$ cat config.mk
export PLATFORM = sky130hd
export DESIGN_NAME = rca_seq_ctrl
export DESIGN_NICKNAME = d
export VERILOG_FILES = /design/src/rtl/rca_seq_pkg.sv /design/src/rtl/rca_chunk.sv /design/src/rtl/rca_seq_ctrl.sv
export SDC_FILE = /design/constraint.sdc
export NUM_CORES = 1
export LEC_CHECK = 0
export ABC_CLOCK_PERIOD_IN_PS = 5900
export CAP_MARGIN = 10
export CORE_AREA = 2 2 116 118
export CTS_BUF_LIST = sky130_fd_sc_hd__clkbuf_2 sky130_fd_sc_hd__clkbuf_4 sky130_fd_sc_hd__clkbuf_8
export CTS_CLUSTER_SIZE = 16
export DETAILED_ROUTE_END_ITERATION = 10
export DIE_AREA = 0 0 118 120
export HOLD_SLACK_MARGIN = 0.06
export PLACE_DENSITY = 0.78
export RECOVER_POWER = 50
export SYNTH_ARGS = -nofsm -noshare
export SYNTH_HDL_FRONTEND = slang
export SYNTH_SLANG_ARGS = --single-unit
export TNS_END_PERCENT = 10
$ cat constraint.sdc
create_clock -name clk -period 5.9 [get_ports clk]
set_input_delay 0.885 -clock clk [delete_from_list [all_inputs] [get_ports clk]]
set_output_delay 0.885 -clock clk [all_outputs]
set_load 0.02 [all_outputs]
$ cat src/rtl/rca_seq_pkg.sv
// Shared types and helpers for the sequential ripple-carry adder.
// State encoding and counter sizing used by rca_seq_ctrl.
package rca_seq_pkg;

  typedef enum logic [1:0] {
    IDLE,
    RUN,
    DONE
  } state_t;

  // Width of a counter that spans 0..n-1 (at least one bit)
  function automatic int cnt_w(input int n);
    return (n > 1) ? $clog2(n) : 1;
  endfunction

endpackage

$ cat src/rtl/rca_chunk.sv
// CHUNK-bit combinational ripple-carry adder slice.
// Built from a chain of full-adder cells; holds no state.
module fa (
  input  logic a,
  input  logic b,
  input  logic cin,
  output logic sum,
  output logic cout
);

  assign sum  = a ^ b ^ cin;
  assign cout = (a & b) | (cin & (a ^ b));

endmodule

module rca_chunk #(
  parameter int CHUNK = 8
) (
  input  logic [CHUNK-1:0] a,
  input  logic [CHUNK-1:0] b,
  input  logic             cin,
  output logic [CHUNK-1:0] sum,
  output logic             cout
);

  logic [CHUNK:0] c;

  assign c[0] = cin;

  for (genvar i = 0; i < CHUNK; i++) begin : g_bit
    fa u_fa (
      .a   (a[i]),
      .b   (b[i]),
      .cin (c[i]),
      .sum (sum[i]),
      .cout(c[i+1])
    );
  end

  assign cout = c[CHUNK];

endmodule

$ cat src/rtl/rca_seq_ctrl.sv
// Multi-cycle signed adder: one shared rca_chunk, LSB slice first.
// Define RCA_SEQ_OVF_EN to add the registered ovf output.
module rca_seq_ctrl
  import rca_seq_pkg::*;
#(
  parameter int WIDTH = 32,
  parameter int CHUNK = 8
) (
  input  logic             clk,
  input  logic             rst_n,
  input  logic             in_valid,
  output logic             in_ready,
  input  logic [WIDTH-1:0] a,
  input  logic [WIDTH-1:0] b,
  output logic             out_valid,
  input  logic             out_ready,
  output logic [WIDTH:0]   out,
  output logic             busy
`ifdef RCA_SEQ_OVF_EN
  ,
  output logic             ovf
`endif
);

  localparam int NCHUNK = WIDTH / CHUNK;
  localparam int CW     = cnt_w(NCHUNK);
  localparam logic [CW-1:0] LAST = CW'(NCHUNK - 1);

  if (WIDTH % CHUNK != 0) begin : g_chk
    $error("rca_seq_ctrl: WIDTH must be a multiple of CHUNK");
  end

  state_t           state;
  logic [CW-1:0]    cnt;
  logic             carry;
  logic             sgn;
  logic [WIDTH-1:0] sa;
  logic [WIDTH-1:0] sb;
  logic [WIDTH-1:0] res;
  logic [WIDTH-1:0] res_nxt;
  logic [CHUNK-1:0] sum;
  logic             cout;

  rca_chunk #(
    .CHUNK(CHUNK)
  ) u_chunk (
    .a   (sa[CHUNK-1:0]),
    .b   (sb[CHUNK-1:0]),
    .cin (carry),
    .sum (sum),
    .cout(cout)
  );

  // Newest slice sum enters the result from the top
  if (NCHUNK == 1) begin : g_one
    assign res_nxt = sum;
  end else begin : g_many
    assign res_nxt = {sum, res[WIDTH-1:CHUNK]};
  end

  // Sequencer: accept, step one slice per cycle, hold result
  always_ff @(posedge clk or negedge rst_n) begin
    if (!rst_n) begin
      state     <= IDLE;
      cnt       <= '0;
      carry     <= 1'b0;
      sgn       <= 1'b0;
      sa        <= '0;
      sb        <= '0;
      res       <= '0;
      out       <= '0;
      out_valid <= 1'b0;
      in_ready  <= 1'b0;
      busy      <= 1'b0;
`ifdef RCA_SEQ_OVF_EN
      ovf       <= 1'b0;
`endif
    end else begin
      unique case (state)
        IDLE: begin
          in_ready <= 1'b1;
          if (in_valid && in_ready) begin
            sa       <= a;
            sb       <= b;
            sgn      <= a[WIDTH-1] ^ b[WIDTH-1];
            carry    <= 1'b0;
            cnt      <= '0;
            in_ready <= 1'b0;
            busy     <= 1'b1;
            state    <= RUN;
          end
        end
        RUN: begin
          res   <= res_nxt;
          carry <= cout;
          sa    <= sa >> CHUNK;
          sb    <= sb >> CHUNK;
          cnt   <= cnt + CW'(1);
          if (cnt == LAST) begin
            out       <= {sgn ^ cout, res_nxt};
            out_valid <= 1'b1;
            state     <= DONE;
`ifdef RCA_SEQ_OVF_EN
            ovf       <= sgn ^ cout ^ res_nxt[WIDTH-1];
`endif
          end
        end
        DONE: begin
          if (out_ready) begin
            out_valid <= 1'b0;
            in_ready  <= 1'b1;
            busy      <= 1'b0;
            state     <= IDLE;
          end
        end
        default: state <= IDLE;
      endcase
    end
  end

endmodule

# After elaboration in Yosys (flattened, before gate mapping)
# Index checks and enable logic that the tools add are counted.
word_totals:
  regBits: 138
  input_bits: 68
  output_inout_bits: 36
op_classes:
  addsub: 1
  eq_ne: 6
  mux: 20
  n_bitwise: 42
  n_reduce_logical: 12
ops:
  columns: ["op", "n"]
  rows:
  - ["case mux 32 bit (2 select lines)", 2]
  - ["2-to-1 mux 32 bit", 2]
  - ["XOR 1 bit", 18]
  - ["bitwise AND 1 bit", 16]
  - ["AND reduction 3 bit", 3]
  - ["2-to-1 mux 2 bit", 4]
  - ["bitwise OR 1 bit", 8]
  - ["case mux 1 bit (2 select lines)", 4]
  - ["AND reduction 2 bit", 4]
  - ["2-to-1 mux 1 bit", 6]
  - ["inequality test 2 bit, second input constant", 3]
  - ["case mux 2 bit (3 select lines)", 1]
  - ["nonzero test 2 bit", 3]
  - ["equality test 2 bit, second input constant", 2]
  - ["case mux 2 bit (2 select lines)", 1]
  - ["adder 2 x 1 -> 2 bit, second input constant", 1]
  - ["equality test 2 x 1 -> 1 bit, second input constant", 1]
  - ["zero test 2 bit", 1]
  - ["logical AND 1 bit", 1]

# Depth between registers and ports, before layout
depth:
  depth_word: 18
  mapped_depth: 12

# Hierarchy
# From an unflattened synthesis, not the netlist that was laid out.
hier_totals:
  cells_unflattened: 504
  area_unflattened_um2: 5378.9
by_module_without_submodules:
  columns: ["module", "instances", "cells_each", "area_per_inst_um2", "seq_area_each_um2"]
  rows:
  - ["rca_seq_ctrl", 1, 496, 5218.8, 3253.1]
  - ["fa", 8, 1, 20.0, 0.0]

# Worst setup path before layout
# No wires, ideal clock.
synth_path:
  path_type: "flip-flop to flip-flop"
  from: "register carry"
  to: "register out[31]"
  setup_ps: 125
  t_arrival_ps: 4117
  setup_slack_ps: 1658
  stages_incl_launch_ff: 12
  path_buffers: 0
  cell_sequence: "dfrtp_1 > inv_1 > fa_1 > inv_1 > fa_1 > fa_1 > fa_1 > fa_1 > fa_1 > fa_1 > fa_1 > mux2_4"
synth_via:
  elab_chain_len: 15
synth_lines:
  columns: ["element", "line", "source"]
  rows:
  - ["start, declared", "rca_seq_ctrl.sv:35", "logic carry;"]
  - ["start signal, assigned", "rca_seq_ctrl.sv:95", "carry <= cout;"]
  - ["bitwise AND 1 bit", "rca_chunk.sv:12", "assign cout = (a & b) | (cin & (a ^ b));"]
  - ["bitwise OR 1 bit", "rca_chunk.sv:12", null]
  - ["bitwise AND 1 bit", "rca_chunk.sv:12", null]
  - ["bitwise OR 1 bit", "rca_chunk.sv:12", null]
  - ["bitwise AND 1 bit", "rca_chunk.sv:12", null]
  - ["bitwise OR 1 bit", "rca_chunk.sv:12", null]
  - ["bitwise AND 1 bit", "rca_chunk.sv:12", null]
  - ["bitwise OR 1 bit", "rca_chunk.sv:12", null]
  - ["bitwise AND 1 bit", "rca_chunk.sv:12", null]
  - ["bitwise OR 1 bit", "rca_chunk.sv:12", null]
  - ["bitwise AND 1 bit", "rca_chunk.sv:12", null]
  - ["bitwise OR 1 bit", "rca_chunk.sv:12", null]
  - ["bitwise AND 1 bit", "rca_chunk.sv:12", null]
  - ["bitwise OR 1 bit", "rca_chunk.sv:12", null]
  - ["XOR 1 bit", "rca_chunk.sv:11", "assign sum = a ^ b ^ cin;"]
  - ["via u_chunk.g_bit[7].u_fa.sum", "rca_chunk.sv:7", "output logic sum,"]
  - ["end signal, assigned", "rca_seq_ctrl.sv:100", "out <= {sgn ^ cout, res_nxt};"]
  - ["end, declared", "rca_seq_ctrl.sv:17", "output logic [WIDTH:0] out,"]
# The timed path passes the listed nets, and every way through them passes these cells.
# A chain may end at the register's enable or synchronous reset.

# Worst setup path after layout
layout_path:
  from: "register carry"
  to: "register out[32]"
layout_via:
  elab_chain_len: 17
layout_lines:
  columns: ["element", "line"]
  rows:
  - ["bitwise AND 1 bit", "rca_chunk.sv:12"]
  - ["bitwise OR 1 bit", "rca_chunk.sv:12"]
  - ["bitwise AND 1 bit", "rca_chunk.sv:12"]
  - ["bitwise OR 1 bit", "rca_chunk.sv:12"]
  - ["bitwise AND 1 bit", "rca_chunk.sv:12"]
  - ["bitwise OR 1 bit", "rca_chunk.sv:12"]
  - ["bitwise AND 1 bit", "rca_chunk.sv:12"]
  - ["bitwise OR 1 bit", "rca_chunk.sv:12"]
  - ["bitwise AND 1 bit", "rca_chunk.sv:12"]
  - ["bitwise OR 1 bit", "rca_chunk.sv:12"]
  - ["bitwise AND 1 bit", "rca_chunk.sv:12"]
  - ["bitwise OR 1 bit", "rca_chunk.sv:12"]
  - ["bitwise AND 1 bit", "rca_chunk.sv:12"]
  - ["bitwise OR 1 bit", "rca_chunk.sv:12"]
  - ["bitwise AND 1 bit", "rca_chunk.sv:12"]
  - ["bitwise OR 1 bit", "rca_chunk.sv:12"]
  - ["XOR 1 bit", "rca_seq_ctrl.sv:100"]
# No other way between the ends.

==> qor.yml <==
logic_synthesis:
  seq_area_frac_synth: 0.575
  synth-async-reset-ratio: 1.00
  synth_area_mm2: 0.00566
  yosysWarnings: 0
  synth_largest_area_cell: "dfrtp_1"
  synth_edf_count: 0
  synth.area.top_cells: "dfrtp_1, nand2_1, mux2_4"
  yosysUniqueCellTypes: 26
  synth-seq-cells: 130
  syn-num-nets: 583
  synthCells: 506
  netlist.area_leader.share: 0.575
  netlist_top_cells_count: "dfrtp_1, nand2_1, nor2_1"
  synthFlopType: "dfrtp_1"
  avgSynthCellArea_um2: 11.2
  yosysMostFrequentCell: "dfrtp_1"
clock_tree:
  hold_buffers: 0
  ctsResizeCount: 0
  clockBufferDepth: 2
  clkSlewWorstSetupHoldPaths_ns: 0.07
  cts_made_buffers: 17
  cts_sinks: 130
  clock_latency_ns: 0.43
  cts_root_buffer: "clkbuf_8"
  post_cts_buffers: 0
  htreeDepth: 4
  cts_tree: "built"
drt:
  drt_first_pass_iters: 4
  via_count: 3949
  routedWlPerCell_um: 14.8
  wl_mm: 11.6
  wl_met2_mm: 5.52
  wl_met3_um: 863
  m1WireLength_mm: 5.02
  avgViaCountPerCell: 5.05
  top_layer_used: "met4"
  drc: 0
  final_antenna_net_count: 0
  drt-initial-drc-count: 257
timing:
  tightest_slew_ns: 3.32
  finalHoldViolCount: 0
  fin_skew_ns: 0.0103
  maxSlewViolCount: 191
  fin_ws_ns: 1.44
  relSlewSlack: -1.21
  fmax_ghz: 0.224
  final.min_clock_period_ns: 4.46
  finalCritPeriodShare: 0.756
  rsz0062_at_grt: "no"
  finalSetupViolations: 0
  fin_setup_tns_ns: 0
floorplanning:
  start_util: 0.436
  die_height_um: 120
  die_area_mm2: 0.0142
  fp.dieW_um: 118
  core_mm2: 0.0130
  ioPinCount: 104
  fp-row-count: 42
placement:
  dp_hpwl_mm: 7.59
  pre_cts_ws_ns: 1.43
  routabilityCongestion: 0.744
  numPortBuffers: 103
pwr:
  leakagePower_nw: 3.12
  vdd_drop_max_uv: 382
  power_density_mw_per_mm2: 599
critical_path:
  cp.arrival_ns: 4.69
  worstRegToRegCells: 12
  path_class: "reg -> reg"
  crit_fanout: 2
  cp-start-kind: "register"
  end_kind: "register"
  required_ns: 6.13
layout:
  nFillCells: 1158
  final_nets: 671
  diodes: 0
  utilization: 0.539
  drive_above_1_share: 0.125
  syn2layout_area_growth_pct: 23.7
global_route:
  antenna_found_initial: 0
  grt_overflow: 0
  grt_first_pass_wirelength_mm: 19.4
  grt_max_degree: 94
  grt_pass1_vias: 3952
  grtUsageTotal: 0.174
status:
  status: "finished with violations"
  violations: "capacitance limit, slew limit"
job:
  max_cap_viol_count: 3
min_path:
  hp-class: "reg -> reg"
  whs_path_depth: 2
==> cell usage in the layout (no fill, tap or decap), types with 8 or more instances in the layout <==
master             n
clkbuf_8          22
clkdlybuf4s50_1  101
nand2_1          110
nor2_1            49
nor3_1            14
nand3_1           18
dfrtp_1          130
o22ai_1           48
nor3_2            32
fa_1               8
mux2_1            24
==> worst paths after layout <==
kind	end	startpoint	slack (ns)
min reg2reg	res[8]	res[8]	0.47
max	out[32]	carry	1.44
min	res[8]	res[8]	0.47
max in group asynchronous	sb[0]	rst_n	2.26
min in group asynchronous	out[0]	rst_n	1.48
max reg2reg	out[32]	carry	1.44
==> critical path, stage by stage, from the launching register on <==
cell     delay [ns]
dfrtp_1        0.36
inv_1          0.12
fa_1           0.20
inv_1          0.06
fa_1           0.44
fa_1           0.47
fa_1           0.47
fa_1           0.48
fa_1           0.46
fa_1           0.48
fa_1           0.48
xnor2_1        0.16
o21ai_0        0.09
==> registers in the layout (all words and copies together) (netlist names) <==
signal,count
out,33
carry,1
sgn,1
in_ready,1
cnt,2
out_valid,1
res,24
busy,1
state,2
sa,32
sb,32
==> per-stage QoR <==
step                hold slack, ns  instance area [um2]  instances  power, mW
floorplan                    0.446                 5660        506       3.01
global placement             0.458                 6720        751       3.50
detailed placement           0.465                 6720        751       3.59
CTS                          0.414                 7110        782       4.32
global route                 0.495                 7000        782       4.53
finish                       0.467                 7000        782       4.19
==> cell type report <==
class                      count  area [um2]  share of cell area
sequential                   130        3250               0.465
multi-input combinational    333        2080               0.297
timing repair buffer         106        1040               0.149
clock buffer                  26         333              0.0476
tap                          176         220              0.0315
clock inverter                 5        50.0             0.00715
inverter                       6        22.5             0.00322
==> per-layer routing <==
layer  vias to the layer above  global-route usage
li1                       1900                   -
met1                      1914               0.224
met2                       116               0.267
met3                        19              0.0661
met4                         0              0.0655
met5                         -                   0
==> cells by family after synthesis <==
kind of cell,synth area share
buf+inv,0.0469
compound gates,0.0668
xor+xnor,0.00310
flops,0.575
fa+ha+maj,0.0305
simple gates,0.199
mux,0.0783
==> report_power, final <==
| part | switching, mW | internal [mW] | leakage (nW) |
|---|---|---|---|
| Clock | 0.311 | 0.403 | 0.206 |
| Sequential | 0.289 | 1.34 | 1.59 |
| Combinational | 1.03 | 0.818 | 1.32 |
No activity file was read; power rests on OpenSTA's default activity.
